<file path="config.mk">
export PLATFORM = sky130hd
export DESIGN_NAME = uart_tx_arbiter
export DESIGN_NICKNAME = d
export VERILOG_FILES = /design/src/rtl/uart_tx_arbiter.sv
export SDC_FILE = /design/constraint.sdc
export NUM_CORES = 1
export LEC_CHECK = 0
export ABC_AREA = 1
export BUFFER_PORTS_ARGS = -buffer_cell sky130_fd_sc_hd__buf_2
export CORE_UTILIZATION = 43
export DETAILED_ROUTE_END_ITERATION = 12
export GPL_ROUTABILITY_DRIVEN = 0
export GPL_TIMING_DRIVEN = 0
export PLACE_DENSITY = 0.72
export SLEW_MARGIN = 25
export SYNTH_ARGS = -nofsm -noshare
export SYNTH_HDL_FRONTEND = slang
export SYNTH_SLANG_ARGS = --single-unit
</file>
<file path="constraint.sdc">
create_clock -name clk -period 1.85 [get_ports clk]
set_input_delay 0.37 -clock clk [delete_from_list [all_inputs] [get_ports clk]]
set_output_delay 0.37 -clock clk [all_outputs]
set_load 0.005 [all_outputs]
</file>
<file path="src/rtl/uart_tx_arbiter.sv">
// Round-robin scheduler that serialises single-byte producer messages into the UART TX FIFO.
// Optional idle keepalive injection is compiled in with `define UART_KEEPALIVE_EN.
`timescale 1ns/1ps

module uart_tx_arbiter #(
  parameter int NUM_CH     = 4,
  parameter int GAP_CYCLES = 16
`ifdef UART_KEEPALIVE_EN
  ,
  parameter int         KEEPALIVE_CYCLES = 1_000_000,
  parameter logic [7:0] KEEPALIVE_BYTE   = 8'h00
`endif
) (
  input  logic                  clk,
  input  logic                  rst,
  input  logic [NUM_CH-1:0]     ch_req,
  input  logic [8*NUM_CH-1:0]   ch_data,
  output logic [NUM_CH-1:0]     ch_ack,
  input  logic                  tx_full,
  output logic [7:0]            w_data,
  output logic                  wr_uart,
  output logic                  busy,
  output logic [NUM_CH-1:0]     overrun
);

  localparam int GW = (NUM_CH > 1) ? $clog2(NUM_CH) : 1;

  typedef enum logic [1:0] {IDLE, SEND, WRITE, GAP} state_t;

  state_t            state, state_nxt;
  logic [NUM_CH-1:0] pending;
  logic [7:0]        hold [NUM_CH];
  logic [GW-1:0]     last_grant;
  logic [GW-1:0]     grant_idx;
  logic [GW-1:0]     cand;
  logic              grant_en;
  logic [7:0]        out_reg;
  logic [7:0]        gap_cnt;
  logic              ka_fire;
  logic              ka_flag;
  logic              write_now;

  // Search order starts just after the previous winner; the loop runs far-to-near
  // so the nearest pending channel is the last one assigned.
  always_comb begin
    grant_idx = '0;
    cand      = '0;
    for (int k = NUM_CH; k >= 1; k--) begin
      cand = GW'((int'(last_grant) + k) % NUM_CH);
      if (pending[cand]) grant_idx = cand;
    end
  end

  assign grant_en  = (state == IDLE) && (|pending);
  assign write_now = (state == SEND) && !tx_full;
  assign busy      = (state != IDLE) || (|pending);

`ifdef UART_KEEPALIVE_EN
  logic [31:0] idle_cnt;

  // A request in the expiry cycle suppresses the keepalive so the channel wins next cycle.
  assign ka_fire = (state == IDLE) && !(|pending) && !(|ch_req) &&
                   (idle_cnt == 32'(KEEPALIVE_CYCLES - 1));

  always_ff @(posedge clk) begin
    if (!rst || wr_uart || (|ch_req) || ka_fire) begin
      idle_cnt <= '0;
    end else if ((state == IDLE) && !(|pending)) begin
      idle_cnt <= idle_cnt + 32'd1;
    end
  end
`else
  assign ka_fire = 1'b0;
`endif

  always_comb begin
    state_nxt = state;
    case (state)
      IDLE:    if (grant_en || ka_fire) state_nxt = SEND;
      SEND:    if (!tx_full) state_nxt = WRITE;
      WRITE:   state_nxt = (GAP_CYCLES == 0) ? IDLE : GAP;
      GAP:     if (gap_cnt <= 8'd1) state_nxt = IDLE;
      default: state_nxt = IDLE;
    endcase
  end

  always_ff @(posedge clk) begin
    if (!rst) begin
      state      <= IDLE;
      last_grant <= GW'(NUM_CH - 1);
      out_reg    <= '0;
      ka_flag    <= 1'b0;
      gap_cnt    <= '0;
      wr_uart    <= 1'b0;
      w_data     <= '0;
      ch_ack     <= '0;
    end else begin
      state <= state_nxt;
      if (grant_en) begin
        out_reg    <= hold[grant_idx];
        last_grant <= grant_idx;
        ka_flag    <= 1'b0;
      end
`ifdef UART_KEEPALIVE_EN
      else if (ka_fire) begin
        out_reg <= KEEPALIVE_BYTE;
        ka_flag <= 1'b1;
      end
`endif
      if (state == WRITE) begin
        gap_cnt <= 8'(GAP_CYCLES);
      end else if (state == GAP) begin
        gap_cnt <= gap_cnt - 8'd1;
      end
      wr_uart <= write_now;
      ch_ack  <= (write_now && !ka_flag) ? (NUM_CH'(1) << last_grant) : '0;
      if (write_now) w_data <= out_reg;
    end
  end

  // A grant on the same edge as a new request ships the old byte and keeps the new one.
  always_ff @(posedge clk) begin
    if (!rst) begin
      pending <= '0;
      overrun <= '0;
      for (int i = 0; i < NUM_CH; i++) hold[i] <= '0;
    end else begin
      for (int i = 0; i < NUM_CH; i++) begin
        if (ch_req[i]) begin
          pending[i] <= 1'b1;
          hold[i]    <= ch_data[8*i +: 8];
          if (pending[i] && !(grant_en && (grant_idx == GW'(i)))) overrun[i] <= 1'b1;
        end else if (grant_en && (grant_idx == GW'(i))) begin
          pending[i] <= 1'b0;
        end
      end
    end
  end

endmodule
</file>
**Yosys cells after proc, flatten, opt, wreduce, memory -nomap -nowiden**

Memory sizes are Yosys's and may differ from the RTL's. A register that Yosys moved wholly into a read port is not among the register bits.
Index checks and enable logic that the tools add are counted.

- Register bits: 33
- RAM bits: 32
- Input bits: 39
- Output and inout port bits: 18
- Memories: 1

Memories:

| memory | depth | width | rd ports | clocked after Yosys merged registers in | write ports | line | RTL |
|---|---|---|---|---|---|---|---|
| hold | 4 | 8 | 1 | 1 | 4 | 32 | `logic [7:0] hold [NUM_CH];` |

- Add/sub/neg operators: 5
- $lt $le $gt $ge: 5
- Eq/ne operators: 9
- Shift operators: 1
- Mux-type cells: 43
- Bitwise gates (word level): 5
- Reductions and logical operators: 33

Operator list:

| kind | number |
|---|---|
| $mux W8 | 4 |
| $mux W1 | 25 |
| $mux W2 | 7 |
| $lt A2 B3 Y1 const B | 4 |
| $reduce_bool A2 Y1 | 6 |
| $logic_and A1 B1 Y1 | 10 |
| $mux W5 | 2 |
| $reduce_and A2 Y1 | 5 |
| $bmux W1 S2 | 4 |
| $eq A2 B2 Y1 const B | 4 |
| $le A8 B1 Y1 const B | 1 |
| $pmux W2 S4 | 1 |
| $sub A8 B1 Y8 const B | 1 |
| $logic_not A1 Y1 | 6 |
| $ne A2 B2 Y1 const B | 3 |
| $add A2 B1 Y2 const B | 2 |
| $add A2 B2 Y2 const B | 2 |
| $eq A2 B1 Y1 const B | 2 |
| $logic_not A2 Y1 | 2 |
| $or A1 B1 Y1 | 4 |
| $reduce_or A4 Y1 | 1 |
| $shl A1 B2 Y4 const A | 1 |
| $reduce_and A3 Y1 | 1 |
| $reduce_or A2 Y1 | 1 |
| other kinds (2) | 2 |

**Longest topological paths before layout**

- Word-level depth: 12
- Depth in mapped cells: 16
- Depth with buffers taken out: 14

**Worst setup path before layout**

OpenSTA, ideal clock, no wires.

- Kind: flip-flop to flip-flop
- Start point: register last_grant[0]
- End point: register pending[1]
- Setup time: 0.127 ns
- Arrival: 1.439 ns
- Setup slack: 0.284 ns
- Cell stages (with the launch flop): 12
- Buffers on the path: 1
- Clock period less this slack: 1.566 ns
- Cells stage by stage: dfxtp_1 buf_6 o21ai_1 nand2_2 nand2_1 nand2_1 nand3_1 nand2_1 nor2_1 nand2_1 nand2_1 o21ai_2

- Longest elaborated chain between the ends: 10

Ends and longest elaborated chain:

| what | line | RTL |
|---|---|---|
| from (decl) | 33 | `logic [GW-1:0] last_grant;` |
| from (signal assigned) | 90 | `last_grant <= GW'(NUM_CH - 1);` |
| from (signal assigned) | 101 | `last_grant <= grant_idx;` |
| $add A2 B1 Y2 | 49 | `cand = GW'((int'(last_grant) + k) % NUM_CH);` |
| $bmux W1 S2 | 50 | `if (pending[cand]) grant_idx = cand;` |
| $mux W1 (not written as such) | 50 |  |
| $mux W2 (3 in series) | 50 |  |
| $mux W2 (*) | 50 |  |
| $eq A2 B1 Y1 (*) | 133 | `end else if (grant_en && (grant_idx == GW'(i))) begin` |
| $logic_and A1 B1 Y1 (*) | 133 |  |
| $reduce_bool A2 Y1 (no line) (*) | - |  |
| to (signal assigned) | 124 | `pending <= '0;` |
| to (signal, indexed assignment) | 130 | `pending[i] <= 1'b1;` |
| to (signal, indexed assignment) | 134 | `pending[i] <= 1'b0;` |
| to (decl) | 31 | `logic [NUM_CH-1:0] pending;` |

Every way passes the cells marked *; elsewhere a longest branch is shown, timed or not. The select of a mux whose other input is x is not followed.
A chain may end at the register's enable or synchronous reset.

**Worst setup path in the final report**

- Start point: register last_grant[0]
- End point: register out_reg[7], read port of hold

- Longest elaborated chain between the ends: 7

Ends and longest elaborated chain:

| what | line | RTL |
|---|---|---|
| $add A2 B1 Y2 | 49 |  |
| $bmux W1 S2 | 50 |  |
| $mux W1 (not written as such) | 50 |  |
| $mux W2 (3 in series) | 50 |  |
| $mux W2 (*) | 50 |  |
| to (decl) | 37 | `logic [7:0] out_reg;` |

Marked as above.

==> key figures <==
Run status
  – Outcome: completed

Route
  – Post-route DRC violation count: 0
  – Initial DRC Count: ~150
  – Final wirelength: about 7400 um
  – Post-route ant nets: 0
  – DR WL met2: around 3500 um
  – Post-Route M1 WL: 3142 um
  – Top routing layer used: met4
  – Vias per cell: about 4.7
  – Per-cell routed wire length: between 10 and 15 um
  – Pre-antenna DRT Iters: 4
  – Vias: 2810
  – Metal3 WL: 416 um

Synthesis
  – Post-synth top area share: ~28%
  – Post-synth cell types: 29
  – Synthesis warning total: 0
  – Post-Syn Nets: around 460
  – Post-synthesis sequential area ratio: 52.43%
  – Cell Area, Synth: about 3400 um^2
  – Cells after Synth: 414
  – Top cells by area, synth: edfxtp_1, dfxtp_1, inv_1
  – Area leader, netlist: edfxtp_1
  – Mean post-synth cell area: a little over 8 um^2
  – Yosys reg bits: 73

Worst setup path
  – Crit path DAT: approximately 2.0 ns
  – Crit end category: flip-flop
  – Critical Path, Cell by Cell: buf_8 -> clkinv_8 -> nand2_4 -> nand2_2 -> nand2_2 -> nand2_1 -> inv_2 -> nand2_4 -> nand2_8 -> buf_4 -> nand3_1 -> nand3_1 -> nand3_1 -> nand2_1 -> inv_1
  – Most used cell along the critical path: nand3_1
  – Worst Setup Start Kind: flip-flop
  – CP peak stage delay: roughly 0.34 ns
  – Critical path class: flip-flop to flip-flop
  – Worst-path maximum fanout: 8
  – Worst path required time: around 2.1 ns
  – Slowest-stage cell, CP: dfxtp_2

Placed design
  – PortBufs: 56
  – Dpl ws: -0.02217 ns
  – DP Cell Count: between 500 and 600
  – DP HPWL: just over 5000 um

Floorplanning
  – Initial core utilization: 44.21%
  – Die Width: 90.90 um
  – Ports: 57
  – Cell Rows: 32
  – Die area: 8263 um^2
  – Die H: roughly 91 um
  – Core Region: slightly below 8000 um^2

Clock network
  – Clock Latency Late Sink: 0.35 ns
  – # H-tree levels: 3
  – CTS tree: built
  – Worst-path clk slew: approximately 0.08 ns
  – CTS buffer count: 9
  – Post-CTS Hold Fix Bufs: 0
  – Clock root buffer: clkbuf_8
  – # clock sinks: 73
  – CTS Buffer Depth: 2

Final layout
  – Top reg by flops: hold
  – Diode count: 0
  – Max FFs per register: 32
  – Nets: approximately 530
  – Non-filler instance count after layout: between 500 and 600
  – Layout area overhead: 22.98%
  – Multi-input logic area: ~1300 um^2
  – Core Util, Final: 54.36%
  – FILL cells: between 700 and 800
  – Register area: ~1800 um^2
  – Layout cell share with drive strength beyond 1: between 20% and 30%

STA
  – Final min period: 1.778 ns
  – Slew headroom: 61.67%
  – Worst Hold Slack: approximately 0.3 ns
  – FMAX: ~560 MHz
  – Final WS setup: between 0.07 and 0.08 ns
  – Count of final hold-check violations: 0
  – Finish-stage setup viols: 0
  – Post-Route Skew: 0.01083 ns
  – Setup_tns: 0 ns
  – Max Transition Viols Final: 0
  – Slew @ Worst Pin: about 0.57 ns
  – Part of the cycle the worst path needs: between 90% and 100%

Global route
  – First-pass GRT wire length: approximately 11000 um
  – Gr usage total: 17.93%
  – Global route total overflow: 0
  – Initial antenna violation count: 0
  – Largest net degree at the start of global routing: 13
  – Vias in the first global route: between 2000 and 3000

Pwr
  – LEAKAGE: 2.069 nW
  – P per Cell Area: 1518 nW/um^2
  – Peak supply drop: 698.7 uV

Run
  – Max-Cap Viols: 0

Hold path
  – HP Class: primary input to flip-flop
-- metal layers --
layer / global-route usage, % / up-vias
met3: 5.556 / 27
li1: - / 1437
met2: 30.24 / 93
met5: 0 / -
met1: 20.36 / 1253
met4: 9.259 / 0
-- power breakdown --
group	internal, mW	total (mW)	switching [mW]
sequential	1.98	2.13	0.151
clock	0.754	1.30	0.550
combinational	1.16	2.91	1.75
-- synthesized netlist by cell type (all sizes together) --
| master | count |
|---|---|
| or2 | 7 |
| a211oi | 1 |
| nand3b | 1 |
| o21bai | 1 |
| o21ai | 22 |
| o211ai | 1 |
| nand2 | 85 |
| edfxtp | 32 |
| nand3 | 31 |
| nor2 | 55 |
| a21oi | 25 |
| ha | 6 |
| and3b | 4 |
| inv | 88 |
| nand4 | 1 |
| clkbuf | 6 |
| buf | 2 |
| dfxtp | 41 |
| nor3 | 5 |
-- final timing paths --
check / from / endpoint / slack (ns) / depth (start not counted)
hold / removal: ch_data[11] / hold[1][3] / 0.31 / 3
setup reg to reg: last_grant[0] / out_reg[7] / 0.07 / 15
hold reg to reg: out_reg[5] / w_data[5] / 0.46 / 2
setup / recovery: last_grant[0] / out_reg[7] / 0.07 / 15
-- cells by family (layout without fill, tap and decap cells) --
group	after synthesis	in the layout	synth area share (%)
AO/OA/AOI/OAI	50	50	7.806
adder cells (fa/ha/maj)	6	6	2.209
buffers and inverters	96	174	11.60
flip-flops	73	73	52.43
AND/OR/NAND/NOR	189	190	25.96
-- layout make-up --
| cell class | count | area share (%) |
|---|---|---|
| Buffer | 8 | 1.437 |
| Multi-Input combinational cell | 246 | 31.17 |
| Timing Repair Buffer | 62 | 8.503 |
| Tap cell | 102 | 3.054 |
| Sequential cell | 73 | 42.69 |
| Inverter | 88 | 8.263 |
| Clock inverter | 4 | 1.647 |
| Clock buffer | 12 | 3.234 |
-- critical path, delay by kind of cell, from the launching register on --
kind / cells / cell delay [ns]
AND/OR/NAND/NOR: 10 / 0.82
buffers and inverters: 5 / 0.51
flip-flops: 1 / 0.34
-- timing repair --
action / in CTS / in global routing
pin swaps: 0 / 4
cloned: 0 / 2
endpoints found under the setup margin: 6 / 22
setup buffers: 0 / 5
gates resized for setup: 1 / 28
-- cell usage in the layout, fill, tap and decap left out, drive strengths merged, types with 2 or more instances in the layout --
cell type	n
inv	87
nor2	55
or2	7
ha	6
and3b	4
nor3	5
clkinv	3
o21ai	22
nand3	31
clkbuf	19
nand2	86
buf	63
dfxtp	41
a21oi	25
bufinv	2
edfxtp	32
-- per-stage QoR --
stage	cell area [um^2]	power (mW)
final	4179	6.344
after global routing	4179	6.754
after CTS	4013	5.844
after detailed placement	3806	4.508
after global placement	3806	4.440
after floorplan	3398	3.961
No activity file was read; power rests on OpenSTA's default activity.
